`src/rtl/pipe_hazard_ctrl.sv`:
```
// Pipeline hazard controller: sequences fetch/decode/execute around taken-branch
// flushes, memory waits and load-use stalls, and counts lost cycles.
module pipe_hazard_ctrl #(
   parameter int unsigned FLUSH_CYCLES = 2,
   parameter int unsigned LOAD_STALL   = 1,
   parameter int unsigned RA_W         = 5
) (
   input  logic            clk,
   input  logic            rst,
   input  logic            br_taken,
   input  logic            ex_ld,
   input  logic            ex_rd_en,
   input  logic [RA_W-1:0] ex_rd_addr,
   input  logic [RA_W-1:0] id_rs_addr,
   input  logic [RA_W-1:0] id_rt_addr,
   input  logic            id_rs_use,
   input  logic            id_rt_use,
   input  logic            mem_req,
   input  logic            mem_ack,
   output logic            pc_en,
   output logic            if_id_en,
   output logic            id_ex_en,
   output logic            nop,
   output logic            flush_out,
   output logic [1:0]      state,
   output logic [15:0]     stall_cnt
);

   typedef enum logic [1:0] {
      RUN     = 2'b00,
      FLUSH   = 2'b01,
      LDSTALL = 2'b10,
      MEMWAIT = 2'b11
   } state_t;

   localparam int unsigned CNT_MAX = (FLUSH_CYCLES > LOAD_STALL) ? FLUSH_CYCLES : LOAD_STALL;
   localparam int unsigned CNT_W   = $clog2(CNT_MAX + 1);
   // Counter holds the bubble cycles still owed after the current one.
   localparam logic [CNT_W-1:0] FLUSH_LOAD = CNT_W'((FLUSH_CYCLES >= 2) ? FLUSH_CYCLES - 2 : 0);
   localparam logic [CNT_W-1:0] LD_LOAD    = CNT_W'((LOAD_STALL >= 2) ? LOAD_STALL - 2 : 0);

   state_t           state_q, state_d;
   logic [CNT_W-1:0] cnt_q, cnt_d;
   logic             hz;

   assign hz = ex_ld & ex_rd_en & (ex_rd_addr != '0) &
               ((id_rs_use & (id_rs_addr == ex_rd_addr)) |
                (id_rt_use & (id_rt_addr == ex_rd_addr)));

   // Next-state and stage-control decode; reset forces a held, bubbling pipe.
   always_comb begin
      state_d   = state_q;
      cnt_d     = cnt_q;
      pc_en     = 1'b1;
      if_id_en  = 1'b1;
      id_ex_en  = 1'b1;
      nop       = 1'b0;
      flush_out = 1'b0;
      unique case (state_q)
         RUN, MEMWAIT: begin
            if (state_q == MEMWAIT && !mem_ack) begin
               pc_en    = 1'b0;
               if_id_en = 1'b0;
               id_ex_en = 1'b0;
            end else if (br_taken) begin
               flush_out = 1'b1;
               nop       = 1'b1;
               if (FLUSH_CYCLES > 1) begin
                  state_d = FLUSH;
                  cnt_d   = FLUSH_LOAD;
               end else begin
                  state_d = RUN;
               end
            end else if (state_q == RUN && mem_req && !mem_ack) begin
               pc_en    = 1'b0;
               if_id_en = 1'b0;
               id_ex_en = 1'b0;
               state_d  = MEMWAIT;
            end else if (state_q == RUN && mem_req) begin
               state_d = RUN;
            end else if (hz) begin
               pc_en    = 1'b0;
               if_id_en = 1'b0;
               nop      = 1'b1;
               if (LOAD_STALL > 1) begin
                  state_d = LDSTALL;
                  cnt_d   = LD_LOAD;
               end else begin
                  state_d = RUN;
               end
            end else begin
               state_d = RUN;
            end
         end
         FLUSH: begin
            flush_out = 1'b1;
            nop       = 1'b1;
            if (cnt_q == '0) state_d = RUN;
            else             cnt_d   = cnt_q - CNT_W'(1);
         end
         LDSTALL: begin
            pc_en    = 1'b0;
            if_id_en = 1'b0;
            nop      = 1'b1;
            if (cnt_q == '0) state_d = RUN;
            else             cnt_d   = cnt_q - CNT_W'(1);
         end
         default: state_d = RUN;
      endcase
      if (rst) begin
         pc_en     = 1'b0;
         if_id_en  = 1'b0;
         id_ex_en  = 1'b0;
         nop       = 1'b1;
         flush_out = 1'b0;
      end
   end

   always_ff @(posedge clk or posedge rst) begin
      if (rst) begin
         state_q <= RUN;
         cnt_q   <= '0;
      end else begin
         state_q <= state_d;
         cnt_q   <= cnt_d;
      end
   end

   // Saturating count of cycles where fetch is held or a bubble is issued.
   always_ff @(posedge clk or posedge rst) begin
      if (rst) begin
         stall_cnt <= '0;
      end else if ((!pc_en || nop) && stall_cnt != 16'hFFFF) begin
         stall_cnt <= stall_cnt + 16'd1;
      end
   end

   assign state = state_q;

endmodule

```
`config.mk`:
```
export PLATFORM = sky130hd
export DESIGN_NAME = pipe_hazard_ctrl
export DESIGN_NICKNAME = d
export VERILOG_FILES = /design/src/rtl/pipe_hazard_ctrl.sv
export SDC_FILE = /design/constraint.sdc
export NUM_CORES = 1
export LEC_CHECK = 0
export CORE_AREA = 2 2 73 75
export DETAILED_ROUTE_END_ITERATION = 8
export DIE_AREA = 0 0 75 77
export PLACE_DENSITY_LB_ADDON = 0.3
export SLEW_MARGIN = 20
export SYNTH_ARGS = -nofsm -noshare
export SYNTH_HDL_FRONTEND = slang
export SYNTH_SLANG_ARGS = --single-unit
```
`constraint.sdc`:
```
create_clock -name clk -period 2.7 [get_ports clk]
set_input_delay 0.675 -clock clk [delete_from_list [all_inputs] [get_ports clk]]
set_output_delay 0.675 -clock clk [all_outputs]
set_load 0.01 [all_outputs]
```
==> Yosys cells after proc, flatten, opt, wreduce, memory -nomap -nowiden <==
Cells that the tools add are included.
{ "classes": {"n_addsub": 2, "eq_ne": 10, "mux": 32, "bitwise": 6, "reduce_logical": 14} }
{ "ops": {"columns": ["operator", "n"], "rows": [
  ["1-bit 2-to-1 mux", 20],
  ["16-bit by 1-bit adder with 16-bit output, second input constant", 1],
  ["16-bit != test, second input constant", 1],
  ["2-bit 2-to-1 mux", 7],
  ["5-bit equality test", 2],
  ["2-bit case mux with 2 select lines", 2],
  ["2-bit != test, second input constant", 3],
  ["1-bit case mux with 2 select lines", 3],
  ["1-bit bitwise AND", 5],
  ["5-bit nonzero test", 1],
  ["2-bit equality test, second input constant", 2],
  ["1-bit logical AND", 4],
  ["2-bit logical NOT", 2],
  ["2-bit OR reduction", 2],
  ["3-bit AND reduction", 1],
  ["2-bit by 1-bit equality test with 1-bit output, second input constant", 1],
  ["1-bit logical NOT", 2],
  ["2-bit by 1-bit != test with 1-bit output, second input constant", 1],
  ["2-bit AND reduction", 1],
  ["2-bit by 1-bit subtractor with 2-bit output, second input constant", 1],
  ["1-bit logical OR", 1],
  ["1-bit bitwise OR", 1]
]} }
{ "totals": {"regBits": 20, "inputBits": 24, "out_inout_bits": 23} }

==> Depth between registers and ports, before layout <==
{ "depth": {"ltp_word": 14, "mapped_depth": 9, "ltp_nobuf": 8} }

==> Least setup slack after synthesis <==
No wires, ideal clock.
{ "synth_path": {"path_type": "reg2out", "startpoint": "register state_q[0], in the netlist state[0]", "endpoint": "output pc_en", "t_arrival_ns": 1.891, "setup_slack_ns": 0.134, "stages_incl_launch_ff": 8, "n_path_buf": 2, "path_cell_list": "dfrtp_1 > inv_1 > ha_1 > clkbuf_1 > o21ba_2 > nor2_1 > o311a_1 > buf_4"} }
{ "synth_via": {"elab_chain_cells": 8, "elab_cells_between_ends": 13, "cone_classes": "eq/ne (2); mux (6); reduce/logical (5)"} }
{ "synth_rtl": {"columns": ["item", "line", "rtl"], "rows": [
  ["start: declaration", "42", "state_t state_q, state_d;"],
  ["start signal: assignment", "124", "state_q <= state_d;"],
  ["2-bit logical NOT", null, null],
  ["1-bit logical AND", "74, 79", null],
  ["1-bit 2-to-1 mux or 1-bit logical AND (tied branches)", null, null],
  ["1-bit 2-to-1 mux (3 in series)", null, null],
  ["1-bit case mux with 2 select lines (*)", null, null],
  ["1-bit 2-to-1 mux (*)", null, null],
  ["end: declaration", "20", "output logic pc_en,"]
]} }
Every way passes the cells marked *; elsewhere a longest branch is shown, timed or not.

==> Worst setup path in the final report <==
{ "layout_path": {"startpoint": "input ex_rd_addr[1]", "endpoint": "output if_id_en"} }
{ "layout_via": {"elab_chain_cells": 11, "elab_cells_between_ends": 15, "cone_classes": "eq/ne (2); mux (7); bitwise (5); reduce/logical (1)"} }
{ "layout_rtl": {"columns": ["item", "line", "rtl"], "rows": [
  ["start: declaration", "13", "input logic [RA_W-1:0] ex_rd_addr,"],
  ["5-bit equality test, on equally long branches", "47, 48", null],
  ["1-bit bitwise AND, on equally long branches", "47, 48", null],
  ["1-bit bitwise OR", "47", "((id_rs_use & (id_rs_addr == ex_rd_addr)) |"],
  ["1-bit bitwise AND (*)", "46", "assign hz = ex_ld & ex_rd_en & (ex_rd_addr != '0) &"],
  ["1-bit 2-to-1 mux (*)", "81", "end else if (hz) begin"],
  ["1-bit 2-to-1 mux (*)", "79", "end else if (state_q == RUN && mem_req) begin"],
  ["1-bit 2-to-1 mux (*)", "74", "end else if (state_q == RUN && mem_req && !mem_ack) begin"],
  ["1-bit 2-to-1 mux (*)", "65", "end else if (br_taken) begin"],
  ["1-bit 2-to-1 mux (*)", "61", "if (state_q == MEMWAIT && !mem_ack) begin"],
  ["1-bit case mux with 2 select lines (*)", "59", "unique case (state_q)"],
  ["1-bit 2-to-1 mux (*)", "110", "if (rst) begin"],
  ["end: declaration", "21", "output logic if_id_en,"]
]} }
Marks and branches as above.

==> reports/results.tsv <==
stage	metric	value	unit
sta	tightest_slew	0.336	ns
synthesis	synth_compound_area_frac	0.0834	
sta	finalHoldViolCount	0	
run_status	status	finished clean	
detailed_routing	wl_met2	1390	µm
grt	grtUsageTotal	0.114	
worst_setup_path	crit_family	compound AO/OA/AOI/OAI gates	
synthesis	yosys.area.top_type_share	0.371	
synthesis	synthAdderAreaFrac	0.0556	
synthesis	yosysSeqAreaShare	0.371	
synthesis	yosys.area_share.simple	0.279	
finish	num-nets-final	240	
detailed_routing	wl_met1	1630	µm
sta	fin_skew	0.00137	ns
detailed_routing	top_layer	met4	
synthesis	muxShareOfSynthArea	0.0278	
finish	area_growth	57.6	%
worst_setup_path	crit_arrival	1.94	ns
clock_tree	path_clk_slew	0.07	ns
power_and_ir_drop	finalPower	1700	µW
finish	drive_gt1_frac	0.258	
sta	max_freq	0.383	GHz
clock_tree	ctsHtreeMaxLevel	1	
detailed_routing	viasPerCell	4.46	
sta	fin_ws	0.0867	ns
synthesis	ys_ff_latch	20	
sta	maxSlewViolCount	0	
sta	finalCriticalPeriod	2.61	ns
synthesis	synth_top_family_by_area	simple AND/OR/NAND/NOR gates	
sta	grt_setup_unrepaired	no	
grt	grt_pass1_vias	1177	
clock_tree	clk_latency	0.26	ns
floorplan	num_rows	26	
detailed_routing	routed_wl	3340	µm
synthesis	ys.flop_type	dfrtp_1	
clock_tree	clock-root-buffer	clkbuf_8	
detailed_routing	dr_wl_met3	288	µm
clock_tree	cts.sink_count	20	
synthesis	synth.area.top_cells	dfrtp_1, xor2_1, xnor2_1	
power_and_ir_drop	p_leak	0.000907	µW
clock_tree	cts_tree	built	
synthesis	postSynthCellCount	137	
synthesis	synth-edff-count	0	
sta	finalCritPeriodShare	0.968	
floorplan	pin_count	47	
synthesis	synth_xor_area_frac	0.149	
worst_setup_path	endpoint_kind	primary output	
synthesis	synth_cell_type_count	36	
worst_setup_path	slowest_delay	0.29	ns
worst_setup_path	r2r_slack	0.25	ns
hold_path	hp-class	register to register	
place	gp_congestion	0.749	
grt	grt_first_pass_wirelength	5310	µm
floorplan	start_util	0.271	
synthesis	synth.largest_area_cell	dfrtp_1	
floorplan	dieArea	5780	µm²
worst_setup_path	slowest_stage	o311a_1	
detailed_routing	drt-initial-drc-count	21	
synthesis	synth-warning-count	0	
floorplan	die_h	77	µm
clock_tree	cts_buffers	3	
worst_setup_path	path_max_fanout	3	
place	io_buffer_count	46	
power_and_ir_drop	powerDensity	798	nW/µm²
place	pre_cts_slack	-0.578	ns
synthesis	syn_nets	167	
grt	grt_overflow	0	
detailed_routing	antenna_left	0	
detailed_routing	first_pass_iters	4	
clock_tree	clk_path_buf_depth	2	
floorplan	core	4980	µm²
detailed_routing	drc	0	
worst_setup_path	worstPathRequired	2.03	ns
sta	slew-limit-headroom	0.773	
floorplan	die_x	75	µm
place	hpwl	2490	µm
synthesis	netlist_area	1350	µm²
sta	setup_viol	0	
synthesis	synthArstFlopShare	1.00	
synthesis	synth_area_per_cell	9.85	µm²
synthesis	yosysMostFrequentCell	dfrtp_1	
detailed_routing	via_count	1245	
worst_setup_path	crit_type	input port to primary output	
worst_setup_path	critPathBufInv	2	
finish	antenna_cells	0	
worst_setup_path	start_kind	input port	
worst_setup_path	crit_chain	dlygate4sd2_1, xnor2_1, nand4_1, o22ai_2, nand2_1, o311a_1, buf_2	
synthesis	synthTopCellsByCount	dfrtp_1, nand2_1, xor2_1, xnor2_1	
power_and_ir_drop	ir_worst_vdd	0.000480	V
grt	grt_max_degree	21	
flow_run	cap_viol_max_count	0	
grt	grt_antenna_before_repair	0	
detailed_routing	post_drt_wl_per_cell	12.0	µm
==> what timing repair did <==
action | 4_1_cts | 5_1_grt
endpoints found under the setup margin | 5 | 4
hold buffers | 0 | 0
resized for setup | 32 | 9
gates cloned | 0 | 0
pin swaps | 13 | 6
setup buffers | 4 | 1
==> worst paths after layout <==
kind,startpoint,to,cells after the start
max in group asynchronous,rst,stall_cnt[9],5
worst min-delay path,stall_cnt[5],stall_cnt[5],1
min in group asynchronous,rst,stall_cnt[13],5
worst max-delay path,ex_rd_addr[1],if_id_en,7
worst max register to register,state[1],stall_cnt[1],9
worst min register to register,stall_cnt[5],stall_cnt[5],1
==> cell type report <==
type / instances / area (µm²)
timing repair buffer: 72 / 617
clock inverter: 1 / 30.0
multi-input combinational: 108 / 833
inverter: 5 / 18.8
tap: 70 / 87.6
sequential: 20 / 500
clock buffer: 3 / 41.3
fill: 494 / 2850
==> flip-flops by register name, summed over array words and instances, names as in the netlist <==
name,count
cnt_q,2
stall_cnt,16
state,2
==> kinds of logic after synthesis <==
group	Yosys count
AOI/OAI and AO/OA	15
xor gates and xnor gates	23
adders and majority gates	6
buffers and inverters	9
DFF	20
muxes	3
and+or+nand+nor	61
==> power by group <==
group / total (µW) / internal (µW) / switching [µW]
clock network: 301 / 198 / 103
registers: 555 / 415 / 139
logic: 843 / 474 / 370
==> cell usage in the layout, fill, tap and decap left out, types with 3 or more instances in the layout <==
master / n
inv_1: 5
buf_2: 3
xnor2_1: 9
nor3_1: 8
dlygate4sd2_1: 15
nand2b_1: 3
dfrtp_1: 20
nand4_1: 3
ha_1: 6
xor2_1: 13
nand3_1: 8
nand2_1: 14
clkbuf_8: 3
buf_4: 26
nor4_2: 5
nor2_1: 6
o21ai_0: 5
clkdlybuf4s50_1: 24
==> through the flow <==
step	instances	hold slack (ns)	cell area [µm²]	utilization	TNS (ns)
2_1_floorplan	137	0.458	1350	-	0
3_3_place_gp	270	0.482	2030	0.407	-3.79
3_5_place_dp	270	0.483	2030	0.407	-3.98
6_report	279	0.492	2130	0.428	0
5_1_grt	279	0.528	2130	0.428	0
4_1_cts	278	0.497	2100	0.423	0
==> routing by layer <==
layer	GRT usage	up-vias
li1	-	625
met1	0.157	571
met2	0.175	44
met3	0.0223	5
met4	0.0375	0
met5	0	-
(Power assumes the default switching activity.)
